File: src/rtl/button_conditioner_pkg.sv
// button_conditioner_pkg: FSM state encoding and counter-width helper for the button conditioner.
package button_conditioner_pkg;

  typedef enum logic [2:0] {
    IDLE        = 3'd0,
    DEB_PRESS   = 3'd1,
    PRESSED     = 3'd2,
    LONG_HELD   = 3'd3,
    DEB_RELEASE = 3'd4
  } state_t;

  // Bits needed to hold 0..v-1, never less than one bit.
  function automatic int clog2(input int v);
    int r;
    r = 0;
    for (int i = 0; i < 31; i++)
      if ((1 << i) < v) r = i + 1;
    return (r < 1) ? 1 : r;
  endfunction

endpackage

File: src/rtl/sync_2ff.sv
// sync_2ff: two-flop synchroniser for an asynchronous single-bit input.
//   clk : destination clock
//   rst : asynchronous active-low reset, both flops clear to 0
//   d   : asynchronous input
//   q   : d delayed by two clk flops
module sync_2ff (
  input  logic clk,
  input  logic rst,
  input  logic d,
  output logic q
);

  logic meta;

  always_ff @(posedge clk or negedge rst)
    if (!rst) {q, meta} <= 2'b00;
    else {q, meta} <= {meta, d};

endmodule

File: src/rtl/button_conditioner.sv
// button_conditioner: synchronise, debounce and classify a push-button into level, strobes and a direction bit.
//   clk           : system clock
//   rst           : asynchronous active-low reset
//   btn_raw       : raw asynchronous button, active-high
//   btn_level     : debounced button level
//   press_pulse   : one-cycle strobe on an accepted press
//   release_pulse : one-cycle strobe on an accepted release
//   long_pulse    : one-cycle strobe when a hold reaches LONG_PRESS_CYCLES
//   up_down       : direction bit, toggled by each completed short press
module button_conditioner
  import button_conditioner_pkg::*;
#(
  parameter int DEBOUNCE_CYCLES   = 1000000,
  parameter int LONG_PRESS_CYCLES = 100000000,
  parameter bit UP_DOWN_INIT      = 1'b1
) (
  input  logic clk,
  input  logic rst,
  input  logic btn_raw,
  output logic btn_level,
  output logic press_pulse,
  output logic release_pulse,
  output logic long_pulse,
  output logic up_down
);

  localparam int DW = clog2(DEBOUNCE_CYCLES);
  localparam int HW = clog2(LONG_PRESS_CYCLES);
  // The entry cycle counts as the first stable sample, so terminal count is N-2.
  localparam logic [DW-1:0] DEB_LAST  = DW'(DEBOUNCE_CYCLES - 2);
  localparam logic [HW-1:0] HOLD_LAST = HW'(LONG_PRESS_CYCLES - 1);

  logic s;
  state_t state, state_nx;
  logic [DW-1:0] deb_cnt, deb_nx;
  logic [HW-1:0] hold_cnt, hold_nx;
  logic long_flag, flag_nx;
  logic level_nx, press_nx, release_nx, long_nx, ud_nx;

  sync_2ff u_sync (
    .clk(clk),
    .rst(rst),
    .d  (btn_raw),
    .q  (s)
  );

  always_ff @(posedge clk or negedge rst)
    if (!rst) begin
      state         <= IDLE;
      deb_cnt       <= '0;
      hold_cnt      <= '0;
      long_flag     <= 1'b0;
      btn_level     <= 1'b0;
      press_pulse   <= 1'b0;
      release_pulse <= 1'b0;
      long_pulse    <= 1'b0;
      up_down       <= UP_DOWN_INIT;
    end else begin
      state         <= state_nx;
      deb_cnt       <= deb_nx;
      hold_cnt      <= hold_nx;
      long_flag     <= flag_nx;
      btn_level     <= level_nx;
      press_pulse   <= press_nx;
      release_pulse <= release_nx;
      long_pulse    <= long_nx;
      up_down       <= ud_nx;
    end

  always_comb begin
    state_nx   = state;
    deb_nx     = deb_cnt;
    hold_nx    = hold_cnt;
    flag_nx    = long_flag;
    level_nx   = btn_level;
    press_nx   = 1'b0;
    release_nx = 1'b0;
    long_nx    = 1'b0;
    ud_nx      = up_down;
    case (state)
      IDLE:
        if (s) begin
          state_nx = DEB_PRESS;
          deb_nx   = '0;
        end
      DEB_PRESS:
        if (!s) state_nx = IDLE;
        else if (deb_cnt == DEB_LAST) begin
          state_nx = PRESSED;
          level_nx = 1'b1;
          press_nx = 1'b1;
          hold_nx  = '0;
        end else deb_nx = deb_cnt + 1'b1;
      // Release is tested first so a release on the terminal hold count stays a short press.
      PRESSED:
        if (!s) begin
          state_nx = DEB_RELEASE;
          deb_nx   = '0;
          flag_nx  = 1'b0;
        end else if (hold_cnt == HOLD_LAST) begin
          state_nx = LONG_HELD;
          long_nx  = 1'b1;
        end else hold_nx = hold_cnt + 1'b1;
      LONG_HELD:
        if (!s) begin
          state_nx = DEB_RELEASE;
          deb_nx   = '0;
          flag_nx  = 1'b1;
        end
      // A bounce back to 1 resumes the hold with hold_cnt untouched.
      DEB_RELEASE:
        if (s) state_nx = long_flag ? LONG_HELD : PRESSED;
        else if (deb_cnt == DEB_LAST) begin
          state_nx   = IDLE;
          level_nx   = 1'b0;
          release_nx = 1'b1;
          ud_nx      = long_flag ? up_down : ~up_down;
        end else deb_nx = deb_cnt + 1'b1;
      default: begin
        state_nx = IDLE;
        level_nx = 1'b0;
      end
    endcase
  end

endmodule

File: config.mk
export PLATFORM = sky130hd
export DESIGN_NAME = button_conditioner
export DESIGN_NICKNAME = d
export VERILOG_FILES = /design/src/rtl/button_conditioner_pkg.sv /design/src/rtl/sync_2ff.sv /design/src/rtl/button_conditioner.sv
export SDC_FILE = /design/constraint.sdc
export NUM_CORES = 1
export LEC_CHECK = 0
export BUFFER_PORTS_ARGS = -buffer_cell sky130_fd_sc_hd__buf_2
export CAP_MARGIN = 10
export CORE_MARGIN = 10
export CORE_UTILIZATION = 31
export CTS_CLUSTER_DIAMETER = 100
export DETAILED_ROUTE_END_ITERATION = 10
export GPL_TIMING_DRIVEN = 1
export SYNTH_ARGS = -nofsm -noshare
export SYNTH_HDL_FRONTEND = slang
export SYNTH_SLANG_ARGS = --single-unit
File: constraint.sdc
create_clock -name clk -period 3.5 [get_ports clk]
set_input_delay 0 -clock clk [delete_from_list [all_inputs] [get_ports clk]]
set_output_delay 0 -clock clk [all_outputs]
set_load 0.01 [all_outputs]
Word-level counts from Yosys, hierarchy flattened
Index checks and enable logic that the tools add are counted.
{ "classes": {"reduce_logical": 12, "mux": 37, "add_sub_neg": 2, "n_eq_ne": 19, "bitwise": 4} }
{ "op_table": {"columns": ["op", "n"], "rows": [
  ["2-to-1 mux 27 bit", 4],
  ["2-to-1 mux 20 bit", 5],
  ["one-hot mux 20 bit (4 select lines)", 1],
  ["one-hot mux 27 bit (2 select lines)", 1],
  ["adder 27 x 1 -> 27 bit, second input constant", 1],
  ["== test 27 bit, second input constant", 1],
  ["2-to-1 mux 3 bit", 8],
  ["adder 20 x 1 -> 20 bit, second input constant", 1],
  ["== test 20 bit, second input constant", 1],
  ["AND reduction 5 bit", 4],
  ["2-to-1 mux 1 bit", 15],
  ["one-hot mux 3 bit (5 select lines)", 1],
  ["!= test 2 bit, second input constant", 7],
  ["== test 3 x 2 -> 1 bit, second input constant", 2],
  ["!= test 2 x 1 -> 1 bit, second input constant", 3],
  ["!= test 3 bit, second input constant", 2],
  ["inverter 1 bit", 4],
  ["AND reduction 4 bit", 1],
  ["nonzero test 2 bit", 2],
  ["nonzero test 4 bit", 1],
  ["== test 3 x 1 -> 1 bit, second input constant", 1],
  ["== test 3 bit, second input constant", 1],
  ["logical NOT 3 bit", 1],
  ["!= test 3 x 2 -> 1 bit, second input constant", 1],
  ["5 further kinds", 5]
]} }
{ "totals": {"inputBits": 3, "output_inout_bits": 5, "ff_bits": 58, "wordCells": 85} }

Depth between registers and ports, before layout
Gate-level depths: netlist of run 1.
{ "logic_depth": {"depth_word": 4, "mapped_depth": 8, "ltp_nobuf": 7} }

Cells and area by module
Synthesis of run 1 repeated with hierarchy kept, for this count alone.
{ "hier_totals": {"cells_unflattened": 373, "hier_area_um2": 3380.7} }
{ "by_module_without_submodules": {"columns": ["module", "n_inst", "cells_per_inst", "area_each_um2", "seq_area_each_um2"], "rows": [
  ["button_conditioner", 1, 371, 3330.7, 1402.6],
  ["sync_2ff", 1, 2, 50.0, 50.0]
]} }

Worst setup path before layout of run 1
Ideal clock, no wire load.
{ "synth_timing": {"kind": "reg2reg", "from": "register deb_cnt[0]", "to": "register deb_cnt[12]", "synth_period_minus_slack_ps": 2158, "setup_slack_ps": 1342, "path_stages_with_launch": 9, "n_path_buf": 1, "setup_ps": 128, "arrival_time_ps": 2030, "t_required_ps": 3372, "path_cell_list": "dfrtp_1 inv_1 ha_1 or4b_1 nor4_4 a31o_2 or2_1 buf_2 o31ai_1"} }
{ "synth_between": {"elab_chain_len": 4, "elab_cells_between_ends": 6, "cone_classes": "add/sub (1); eq/ne (1); mux (4)"} }
{ "synth_lines": {"columns": ["element", "line_no", "rtl"], "rows": [
  ["start: declaration", "button_conditioner.sv:35", "logic [DW-1:0] deb_cnt, deb_nx;"],
  ["start signal: assignment", "button_conditioner.sv:60", "deb_cnt <= deb_nx;"],
  ["adder 20 x 1 -> 20 bit / == test 20 bit (equally long branches)", null, null],
  ["2-to-1 mux 20 bit *", "button_conditioner.sv:88, button_conditioner.sv:113", null],
  ["2-to-1 mux 20 bit (on tied branches)", "button_conditioner.sv:112, button_conditioner.sv:87", null],
  ["one-hot mux 20 bit (4 select lines) *", "button_conditioner.sv:80", "case (state)"]
]} }
Every way passes the cells marked *; elsewhere a longest branch is shown, timed or not. The select of a mux whose other input is x is not followed.
A chain may end at the register's enable or synchronous reset.

Worst setup path in the final report of run 1
Ends and elaborated chain as after synthesis.

==> parameters.txt, run 1 <==
Parameter                              Value

Run status
  Status    complete, no violations

Power
  Power density relative to cell area    386 nW/um^2
  Proportion of power drawn by flip-flops and latches    47.9%
  Switching power    0.322 mW
  Combinational group share of total power    4.0%
  Internal power contribution    1.11 mW
  Total chip power    1.43 mW
  Worst vdd rail ir drop    0.159 mV
  Static Leakage    ~1.4 nW
  Switching share of power    between 20% and 30%
  Portion of total power attributed to the clock network    approximately half

Critical path
  Critical-path cell with the highest stage delay    or4b_1
  Cell Chain, Critical Path    inv_1 -> ha_1 -> or4b_1 -> nor4_4 -> a31o_2 -> or2_1 -> o31ai_1
  Critical path capture point type    flip-flop
  Arrival time of data at the critical path endpoint    2.80 ns
  Required arrival time at the worst endpoint    3.73 ns
  Critical path fanouts, max    19
  Kind of start point of the critical path    flip-flop
  Register-to-register path setup slack    0.93 ns
  Start-to-end type of the worst setup path    reg2reg
  Maximum single-stage delay on the critical path    ~0.5 ns

Place
  DPL Wire Length    between 5 and 6 mm
  Cell Area, Placed    3470 sq um
  Gpl congestion    between 0.8 and 0.9
  Post-placement worst setup slack    0.942 ns
  Placed cell count    484
  I/O Buffers    7

Finish
  P&R area growth vs syn    10.5%
  Share of cells above drive strength 1    16.9%
  Final antenna diode count    0
  # nets final    around 370
  Final Core Density    35.5%
  Final non-filler cell total    502
  Summed area of non-filler cells in the final layout    3710 sq um

Timing
  Max-slew violations    0
  Final critical-path share of the clock period    73.4%
  Fin Clk Skew    about 0.011 ns
  Number of hold-slack violations in the final timing report    0
  Final total negative setup slack    0 ns
  RSZ-0062 raised after global routing    false
  Setup violations, final    0
  Shortest period the worst path allows    2.57 ns
  Worst-Margin Slew    0.898 ns
  Worst Hold Slack    0.288 ns
  Achievable Freq    0.389 GHz
  Fin worst setup slack    0.930 ns
  Max-slew headroom    40.1%

Detailed routing
  Routed wirelength normalized by instance count    ~15 microns
  Starting DRC count in detailed routing    roughly 210
  Vias after detailed routing    2786
  Via density per instance    about 5.5
  Number of nets with antenna violations after detailed routing    0
  Total wirelength of the detailed-routed design    7.59 mm
  DRC violations left    0
  Number of optimization iterations in the first detailed-route pass    4

Clock network
  Master cell of the clock root buffer    clkbuf_8
  Clock tree buffer depth    2
  Resized cells post-CTS    0
  CTS sink cnt    58
  Clock buffer count from CTS    9
  Count of hold-fix buffers inserted at cts    2
  Htree depth    3
  CTS tree    built
  Number of post-CTS setup repair buffers    0
  Worst skew pair latency    0.35 ns
  Clock edge transition at the registers on the reported setup and hold paths    0.07 ns

Logic synthesis
  Part of the Yosys area used for sequential elements    43.3%
  Area share of the leading cell type in the synthesized netlist    42.5%
  Async set-reset flop share out of synthesis    100%
  Most used DFF post-synth    dfrtp_1
  Most numerous cell in the Yosys netlist    dfrtp_1
  Number of warnings printed during yosys synthesis    0
  Netlist Area Pre-Place    3360 sq um
  Synthesized instance count    354
  Post-synthesis register bit count    58
  Cell type contributing the most total cell area after synthesis    dfrtp_1
  Unique cell type count in the Yosys netlist    60
  Number of enable-type register cells in the synthesized netlist    0
  Leading post-synthesis cells by instance count    dfrtp_1 (57), nand2_1 (31), nand3_1 (20)
  Total nets after synthesis    360
  Cell types with the largest area share after synthesis    dfrtp_1 (42%), o31ai_1 (4.2%), nand2_1 (3.5%)
  Avg Cell Area, Syn    9.49 sq um

Floorplan
  Die Y    124 microns
  DIE AREA    around 15000 sq um
  Horizontal die dimension    124 microns
  IO Count    8
  FP Rows    37
  Effective utilization at floorplan    32.1%
  Core area    ~10000 sq um

GRT
  Number of global-route vias before repair    2690
  Total congestion overflow    0
  Pin count of the biggest net entering global routing    41
  Initial antenna violation count    0
  Wire length of the first global-routing pass    between 10 and 15 mm
  All-Layer GR Usage    10.7%

Min path
  Class of the most critical hold timing path    in2reg

Job
  Total of max-cap violations    0
==> final timing paths <==
path | startpoint | cells after the start | end
worst max-delay path | deb_cnt[0]$_DFFE_PN0P_ | 7 | deb_cnt[12]$_DFFE_PN0P_
worst min-delay path | btn_raw | 2 | u_sync.meta$_DFF_PN0_
worst max register to register | deb_cnt[0]$_DFFE_PN0P_ | 7 | deb_cnt[12]$_DFFE_PN0P_
worst min register to register | u_sync.meta$_DFF_PN0_ | 0 | u_sync.q$_DFF_PN0_
max in group asynchronous | rst | 3 | up_down$_DFFE_PN1P_
min in group asynchronous | rst | 2 | deb_cnt[18]$_DFFE_PN0P_
==> area by class of cell <==
| class | instances | area (sq um) |
|---|---|---|
| Clock buffer | 11 | 141 |
| Clock inverter | 5 | 77.6 |
| Fill cell | 1088 | 6750 |
| Inverter | 8 | 30.0 |
| Multi-Input combinational cell | 271 | 1760 |
| Sequential cell | 58 | 1450 |
| Tap cell | 136 | 170 |
| Timing Repair Buffer | 13 | 85.1 |
==> flip-flops by register name (all words and copies together), names as in the netlist <==
signal	cells
u_sync.q	1
release_pulse	1
hold_cnt	27
btn_level	1
state	3
long_flag	1
u_sync.meta	1
deb_cnt	20
press_pulse	1
up_down	1
long_pulse	1
==> power by group through the flow <==
stage	logic, mW	registers [mW]	clock network (mW)
after floorplan	0.0351	0.693	0
after global placement	0.0558	0.698	0
after detailed placement	0.0562	0.698	0
after CTS	0.0583	0.686	0.705
after global routing	0.0660	0.687	0.736
final	0.0574	0.686	0.689
==> kinds of logic (layout without fill, tap and decap cells) <==
family / Yosys count / after routing / share of synthesized area [%]
adder cells (fa/ha/maj): 3 / 3 / 1.12
XOR/XNOR: 7 / 7 / 1.83
AND/OR/NAND/NOR: 166 / 166 / 30.0
buffers and inverters: 25 / 37 / 4.47
AO/OA/AOI/OAI: 94 / 94 / 19.0
multiplexers: 1 / 1 / 0.335
flip-flops: 58 / 58 / 43.3
==> per-layer routing <==
metal / share of wire (%) / global-route usage (%) / vias up / routed length, microns
met3: 3.2 / 2.35 / 11 / 246
met5: 0 / 0 / - / 0
met1: 48 / 13.9 / 1378 / 3680
met2: 46 / 16.2 / 34 / 3500
met4: 2.1 / 5.47 / 0 / 161
li1: - / - / 1363 / -
==> worst max-delay path, delay by kind of cell (launching register included) <==
family | cells | cell delay [ns]
buf+inv | 1 | 0.09
compound gates | 2 | 0.56
fa+ha+maj | 1 | 0.15
simple gates | 3 | 1.20
flops | 1 | 0.44
==> placed cells by master (no fill, tap or decap), drive strengths merged, types with 8 or more instances in the layout <==
cell / n
dfrtp: 57
nand4: 11
clkbuf: 11
nand3: 21
or3: 15
a21oi: 29
nand2: 31
nor4: 10
or4: 15
nor2: 19
o21ai: 26
o31ai: 20
buf: 11
inv: 8
No activity file was read; power rests on OpenSTA's default activity.
==> run 2, diff against run 1 <==
Clock period 3.5 ns to 2.42 ns, I/O delays scaled along.
==> parameters.txt, run 2 (synthesized netlist as in run 1, its figures left out) <==
Parameter                              Value

Clock network
  Number of post-CTS setup repair buffers    0
  Clock buffer count from CTS    9
  Htree depth    3
  Master cell of the clock root buffer    clkbuf_8
  Clock tree buffer depth    2
  CTS sink cnt    58
  Worst skew pair latency    0.35 ns
  CTS tree    built
  Clock edge transition at the registers on the reported setup and hold paths    0.07 ns

Detailed routing
  Number of optimization iterations in the first detailed-route pass    4
  Vias after detailed routing    2831
  Starting DRC count in detailed routing    between 150 and 200
  Routed wirelength normalized by instance count    14.9 microns
  Number of nets with antenna violations after detailed routing    0
  DRC violations left    0
  Total wirelength of the detailed-routed design    7.71 mm
  Via density per instance    5.45

Timing
  Max-slew violations    0
  Number of hold-slack violations in the final timing report    0
  Final total negative setup slack    0 ns
  Max-slew headroom    between 50% and 60%
  Final critical-path share of the clock period    92.9%
  Fin worst setup slack    0.171 ns
  Shortest period the worst path allows    2.25 ns
  Setup violations, final    0
  Worst-Margin Slew    about 0.71 ns
  Achievable Freq    0.445 GHz
  RSZ-0062 raised after global routing    false
  Fin Clk Skew    0.00999 ns

Critical path
  Critical path fanouts, max    7
  Sum of buffers and inverters on the critical path    0
  Cell Chain, Critical Path    ha_1 -> and4_2 -> nand3_2 -> or3_4 -> or4_1 -> a21oi_1
  Worst setup startpoint    hold_cnt[0]$_DFFE_PN0P_
  Critical path capture point type    flip-flop
  Critical-path cell with the highest stage delay    or4_1
  Launch point of the worst reg-to-reg path    hold_cnt[0]$_DFFE_PN0P_
  Kind of start point of the critical path    flip-flop
  Maximum single-stage delay on the critical path    0.48 ns
  Start-to-end type of the worst setup path    reg2reg
  Critical path's top delay family    simple AND/OR/NAND/NOR gates
  Arrival time of data at the critical path endpoint    2.53 ns
  Required arrival time at the worst endpoint    2.70 ns

GRT
  All-Layer GR Usage    about 11%
  Number of global-route vias before repair    2769
  Pin count of the biggest net entering global routing    41
  Total congestion overflow    0
  Initial antenna violation count    0
  Wire length of the first global-routing pass    13.4 mm

Place
  Post-placement worst setup slack    roughly 0.15 ns
  Placed cell count    ~500
  I/O Buffers    7
  Gpl congestion    0.809
  DPL Wire Length    5.47 mm

Power
  Internal power contribution    1.51 mW
  Worst vdd rail ir drop    0.264 mV
  Proportion of power drawn by flip-flops and latches    49.6%
  Switching power    0.478 mW
  Switching share of power    24.0%
  Static Leakage    1.54 nW
  Combinational group share of total power    roughly 5.1%
  Portion of total power attributed to the clock network    45.3%
  Power density relative to cell area    518 nW/um^2

Floorplan
  FP Rows    37
  Effective utilization at floorplan    32.1%
  Horizontal die dimension    124 microns
  Die Y    124 microns
  IO Count    8
  Core area    10500 sq um
  DIE AREA    15400 sq um

Finish
  Most common cell after layout, fill and taps aside    dfrtp_1
  Register bank with the most flops    hold_cnt
  Commonest non-fill, non-tap cells in the layout    dfrtp_1 (57), nand2_1 (31), nand3_1 (20)
  P&R area growth vs syn    14.5%
  Largest registers in the final layout    hold_cnt: 27 flops, deb_cnt: 20 flops, state: 3 flops
  Share of cells above drive strength 1    21.1%
  Number of flip-flops in the largest register    27
  Final non-filler cell total    519
  Final antenna diode count    0
  # nets final    384

Min path
  Class of the most critical hold timing path    in2async

Job
  Total of max-cap violations    0

Run status
  Status    complete, no violations
## run 2: repair_timing
| action | 4_1_cts | 5_1_grt |
|---|---|---|
| hold endpoints to repair | 28 | 0 |
| gates resized for setup | 0 | 2 |
| setup endpoints to repair | 0 | 3 |
| hold buffers | 2 | 0 |
## run 2: cell type report
cell class	instances	area [sq um]
Fill cell	1050	6620
Tap cell	136	170
Sequential cell	58	1450
Timing Repair Buffer	30	238
Multi-Input combinational cell	271	1760
Inverter	8	30.0
Clock buffer	11	141
Clock inverter	5	53.8
## run 2: path summary, 6_finish.rpt
kind                                       endpoint  slack [ns]  cells past startpoint
setup reg to reg           hold_cnt[24]$_DFFE_PN0P_        0.17                      6
setup / recovery           hold_cnt[24]$_DFFE_PN0P_        0.17                      6
hold / removal              deb_cnt[10]$_DFFE_PN0P_        0.23                      2
min in group clk              u_sync.meta$_DFF_PN0_        0.29                      2
max in group asynchronous    deb_cnt[4]$_DFFE_PN0P_        1.59                      3
hold reg to reg                  u_sync.q$_DFF_PN0_        0.37                      0
## run 2: power groups by stage
stage	sequential, mW	clock [mW]	combinational (mW)
after detailed placement	1.00	0	0.0995
after global placement	1.00	0	0.0996
final	0.987	0.903	0.101
after floorplan	1.00	0	0.0508
after global routing	0.988	0.970	0.115
after CTS	0.987	0.925	0.103
## run 2: per-stage QoR
| stage | util, % | power, mW | instance area (sq um) | hold slack [ns] |
|---|---|---|---|---|
| 3_3_place_gp | 34.7 | 1.10 | 3630 | 0.0936 |
| 5_1_grt | 36.7 | 2.07 | 3840 | 0.296 |
| 2_1_floorplan | - | 1.05 | 3360 | -0.296 |
| 6_report | 36.7 | 1.99 | 3840 | 0.231 |
| 4_1_cts | 36.7 | 2.01 | 3840 | 0.261 |
| 3_5_place_dp | 34.7 | 1.10 | 3630 | 0.0975 |
## run 2: per-layer routing
metal / track usage, % / wire length (microns) / up-vias
met4: 5.83 / 176 / 0
met2: 16.9 / 3540 / 36
li1: - / - / 1392
met5: 0 / 0 / -
met1: 13.7 / 3680 / 1386
met3: 2.62 / 308 / 17
